==> src/rtl/mod_updown_counter.sv <==
// Modulo-N up/down counter with wrap or saturate at the boundaries, synchronous load,
// a one-cycle wrap pulse, a sticky boundary-event flag and a combinational terminal count.
module mod_updown_counter #(
  parameter int unsigned      WIDTH   = 4,
  parameter longint unsigned  MODULUS = 10
) (
  input  logic             clk,
  input  logic             rst,
  input  logic             en,
  input  logic             up,
  input  logic             sat,
  input  logic             load,
  input  logic [WIDTH-1:0] load_val,
  input  logic             clr_ovf,
  output logic [WIDTH-1:0] count,
  output logic             wrap,
  output logic             tc,
  output logic             ovf
);

  if (WIDTH < 2 || WIDTH > 32) begin : gen_bad_width
    $error("mod_updown_counter: WIDTH must be in 2..32");
  end
  if (MODULUS < 2 || MODULUS > (64'd1 << WIDTH)) begin : gen_bad_modulus
    $error("mod_updown_counter: MODULUS must be in 2..2**WIDTH");
  end

  localparam logic [WIDTH-1:0] MaxVal = WIDTH'(MODULUS - 1);

  logic [WIDTH-1:0] count_q, count_d;
  logic             wrap_q, wrap_d;
  logic             ovf_q, ovf_d;
  logic             at_max, at_zero;

  assign at_max  = (count_q == MaxVal);
  assign at_zero = (count_q == '0);

  always_comb begin
    count_d = count_q;
    wrap_d  = 1'b0;
    // A boundary event below overrides this clear, so set wins over clr_ovf.
    ovf_d   = ovf_q & ~clr_ovf;
    if (load) begin
      count_d = (load_val > MaxVal) ? MaxVal : load_val;
    end else if (en) begin
      if (up) begin
        if (at_max) begin
          ovf_d = 1'b1;
          if (!sat) begin
            count_d = '0;
            wrap_d  = 1'b1;
          end
        end else begin
          count_d = count_q + WIDTH'(1);
        end
      end else begin
        if (at_zero) begin
          ovf_d = 1'b1;
          if (!sat) begin
            count_d = MaxVal;
            wrap_d  = 1'b1;
          end
        end else begin
          count_d = count_q - WIDTH'(1);
        end
      end
    end
  end

  always_ff @(posedge clk) begin
    if (rst) begin
      count_q <= '0;
      wrap_q  <= 1'b0;
      ovf_q   <= 1'b0;
    end else begin
      count_q <= count_d;
      wrap_q  <= wrap_d;
      ovf_q   <= ovf_d;
    end
  end

  assign count = count_q;
  assign wrap  = wrap_q;
  assign ovf   = ovf_q;
  assign tc    = en & ((up & at_max) | (~up & at_zero));

endmodule

==> config.mk <==
export PLATFORM = sky130hd
export DESIGN_NAME = mod_updown_counter
export DESIGN_NICKNAME = d
export VERILOG_FILES = /design/src/rtl/mod_updown_counter.sv
export SDC_FILE = /design/constraint.sdc
export NUM_CORES = 1
export LEC_CHECK = 0
export CAP_MARGIN = 10
export CORE_AREA = 2 2 39 41
export CTS_CLUSTER_SIZE = 8
export DETAILED_ROUTE_END_ITERATION = 10
export DIE_AREA = 0 0 41 43
export MAX_ROUTING_LAYER = met4
export PLACE_DENSITY = 0.68
export SLEW_MARGIN = 15
export SYNTH_ARGS = -nofsm -noshare
export SYNTH_HDL_FRONTEND = slang
export SYNTH_SLANG_ARGS = --single-unit
==> constraint.sdc <==
create_clock -name clk -period 1.33 [get_ports clk]
set_input_delay 0.266 -clock clk [delete_from_list [all_inputs] [get_ports clk]]
set_output_delay 0.266 -clock clk [all_outputs]
set_load 0.005 [all_outputs]
Yosys cells after proc, flatten, opt, wreduce, memory -nomap -nowiden
Cells that the tools add are included.
Storage, ports and cells
  memories: 0
  bits in writable memories: 0
  ROM bits: 0
  bits in registers: 6
  bits of input ports: 11
  bits in latches: 0
Operators by class
  reductions and logical operators: 4
  multiplexer cells: 17
  add/sub/neg operators: 2
  div/mod/pow operators: 0
  multiply operators: 0
  bitwise logic cells: 8
  magnitude comparators: 1
  shift operators: 0
  equal/unequal tests: 3
Operators with widths (number)
  $mux W4: 8
  $mux W1: 9
  $ne A4 B4 Y1 const B: 2
  $add A4 B1 Y4 const B: 1
  $and A1 B1 Y1: 4
  $eq A4 B4 Y1 const B: 1
  $gt A4 B4 Y1 const B: 1
  $logic_not A4 Y1: 1
  $sub A4 B1 Y4 const B: 1
  $not A1 Y1: 3
  $reduce_and A3 Y1: 1
  $reduce_or A3 Y1: 1
  $reduce_bool A2 Y1: 1
  $or A1 B1 Y1: 1

Longest topological paths before layout
  depth in word-level cells: 6
  depth in mapped cells: 5
  gate-level depth less buffers: 4

Worst setup path after synthesis
OpenSTA, ideal clock, no wires.
  path kind: reg-to-reg
  start: register count_q[3], in the netlist count[3]
  end: register count_q[3], in the netlist count[3]
  arrival time: 1283 ps
  data required time: 1257 ps
  setup time: 73 ps
  setup slack: -27 ps
  cell stages (with the launch flop): 6
  buffers on the path: 1
  cells stage by stage: dfxtp_1 -> buf_2 -> and3_1 -> o211ai_2 -> a2111o_1 -> o211ai_2
On the way
  cells in the longest elaborated chain, start to end: 5
  elaborated cells between the ends (all ways): 12
  those cells by class: add/sub (2); eq/ne (3); mux (5); reduce/logical (2)
Ends and longest elaborated chain
  start: declaration: line 30  | logic [WIDTH-1:0] count_q, count_d;
  start signal: assignment: line 76  | count_q <= count_d;
  $sub A4 B1 Y4, or another cell as far along: line 64  | count_d = count_q - WIDTH'(1);
  $mux W4, on equally long branches: line 57, 47
  $mux W4: line 46  | if (up) begin
  $mux W4: line 45  | end else if (en) begin
  $mux W4: line 43  | if (load) begin
Several ways; a longest one is shown, not always the timed one. The select of a mux whose other input is x is not followed.
A chain may end at the register's enable or synchronous reset.

Worst setup path after layout
  start: register count_q[3], in the netlist count[3]
  end: output tc
On the way
  cells in the longest elaborated chain, start to end: 4
  elaborated cells between the ends (all ways): 6
  those cells by class: eq/ne (1); bitwise (4); reduce/logical (1)
Ends and longest elaborated chain
  $eq A4 B4 Y1 or $logic_not A4 Y1 (tied branches): line 35, 36
  $and A1 B1 Y1: line 85  | assign tc = en & ((up & at_max) | (~up & at_zero));
  $or A1 B1 Y1 (*): line 85
  $and A1 B1 Y1 (*): line 85
  end: declaration: line 17  | output logic tc,
Mark *: on every way between the ends. The rest lies on a longest branch, timed or not.

==> results.txt <==
synthesis-stage register bit count: 6
Hold WC Path Type: register to register
final core area utilization: 0.670
most frequent cells in the layout: buf_4, clkdlybuf4s50_1, buf_6
Synth Net Count: 68
Die ar.: 0.00176 mm2
floorplan row count: 14
CTS root buffer: clkbuf_4
RSZ-0062 raised after global routing: yes
final worst setup slack: -98.9 ps
post-synthesis sequential area ratio: 0.264
Core Region: 0.00138 mm2
critical path launch point type: register
crit path max fanout: 3
ratio of cells with drive above 1 in the final layout: 0.500
Final nets: 109
global-route wire length before repair: 2210 um
violations in the final reports: setup timing
maxcap violations: 0
WS Path Type: register to primary output
synthesized area per cell: 7.97 um2
height of the die: 43 um
final wirelength: 1570 um
# IOs: 18
Tmin final: 1430 ps
die width: 41 um
LEAKAGE: 0.407 nW
commonest non-fill, non-tap cell in the layout: buf_4
final instance area: 927 um2
ANT nets after route: 0
Via density: 5.26
ANT cells: 0
Max Slew Vio Count: 0
Crit. End Element: primary output
cell count after synthesis: 57
Initial DRT Pass Iterations: 4
CTS buffer count: 3
r2r worst-path depth: 5
dpl cell area: 754 um2
final setup vio count: 2
Synthesis Warnings: 0
Worst Skew: 2.57 ps
vias in the first global route: 561
total track usage: 0.195
cell depth of the worst hold path: 2
fmax: 700 MHz
CTS tree: built
Cell Area, Synth: 454 um2
Power Dens Cells: 734 mW/mm2
Clock Pin Slew Worst Setup and Hold Paths: 50 ps
Yosys cell types: 32
DR iter-0 viols: 11
relative slew slack: 0.855
largest net degree at the start of global routing: 10
Worst VDD drop: 0.483 mV
clk buf depth: 2
Worst-Skew Late Latency: 260 ps
DP Wirelength: 1030 um
Via Count: 589
Area growth syn-to-layout: 104%
port bufs: 17
CP required: 1060 ps
GP Congestion: 0.751
CTS H-tree depth: 1
DRC Markers: 0
Initial Utilization: 0.328
worst-margin pin slew: 215 ps
WL per Instance: 14.0 um
GR Overflow Total: 0
status: finished with violations
# clock sinks: 6
initial antenna violation count: 0
Tcrit/Tclk final: 1.07
Final Hold Fails: 0
Worst EP arrival: 1160 ps
-- layer usage --
metal,track usage,routed length (um),vias up
met3,0.0314,85,2
met4,0.120,24,0
met1,0.205,591,265
met2,0.319,870,25
li1,-,-,297
met5,-,0,-
-- registers in the layout, indices dropped and copies added, names as in the netlist --
register	count
ovf	1
wrap	1
count	4
-- kinds of logic after synthesis --
group,count (synthesis),share of synthesized area
simple gates,19,0.229
buf+inv,9,0.0854
xor+xnor,2,0.0386
compound gates,21,0.383
flops,6,0.264
-- final timing paths --
check	start	end	slack [ps]
setup / recovery	count[3]	tc	-100
hold / removal	ovf	ovf	480
setup reg to reg	count[0]	count[3]	-30
hold reg to reg	ovf	ovf	480
-- power breakdown --
part / switching (mW) / internal (mW)
sequential: 0.0136 / 0.192
combinational: 0.124 / 0.168
clock: 0.0794 / 0.103
-- metrics by stage --
stage | TNS, ps | cells | hold slack [ps] | setup WS (ps) | power, mW
finish | -128 | 112 | 483 | -98.9 | 0.680
global route | -381 | 112 | 540 | -180 | 0.719
CTS | -126 | 112 | 501 | -126 | 0.645
detailed placement | -2740 | 103 | 476 | -638 | 0.437
global placement | -2500 | 103 | 471 | -601 | 0.433
floorplan | 0 | 57 | 338 | 1.99 | 0.316
-- worst max-delay path: stages (launching register included) --
cell and delay, ps:
dfxtp_4 350, and3_4 170, o211ai_1 200, inv_1 60
buf_2 120
-- area by class of cell --
cell class	count	area [um2]
clock buffer	3	22.5
timing repair buffer	39	359
multi-input combinational	42	373
tap	16	20.0
sequential	6	130
fill	118	457
inverter	6	22.5
-- Yosys cell counts --
library cell / count / area (um2)
nor2_4: 1 / 11.3
dfxtp_1: 6 / 120
a2bb2oi_1: 1 / 8.76
nor3_2: 1 / 10.0
inv_1: 6 / 22.5
nand4_1: 1 / 6.26
nand2_1: 4 / 15.0
o2111ai_1: 1 / 8.76
xnor2_1: 2 / 17.5
o211ai_2: 2 / 25.0
a31oi_1: 1 / 6.26
nor3_1: 3 / 15.0
o211ai_1: 2 / 15.0
buf_4: 1 / 7.51
a32oi_1: 1 / 8.76
a31o_2: 1 / 8.76
o221ai_1: 1 / 8.76
a2111o_1: 1 / 11.3
a221oi_1: 1 / 8.76
and3_1: 1 / 6.26
nor2_1: 5 / 18.8
clkbuf_1: 1 / 3.75
buf_2: 1 / 5.00
and3_2: 1 / 7.51
a221o_1: 1 / 10.0
nand3b_1: 1 / 7.51
or2_2: 1 / 6.26
a41oi_1: 1 / 8.76
o21ai_0: 4 / 20.0
a311o_1: 1 / 10.0
a21bo_2: 1 / 10.0
o21ai_1: 1 / 5.00
-- timing repair --
action	4_1_cts	5_1_grt
buffers inserted	10	1
setup endpoints to repair	11	7
gates resized for setup	26	16
pin swaps	8	12
hold buffers	0	0
Note: power is estimated with default switching activity, not from simulation.
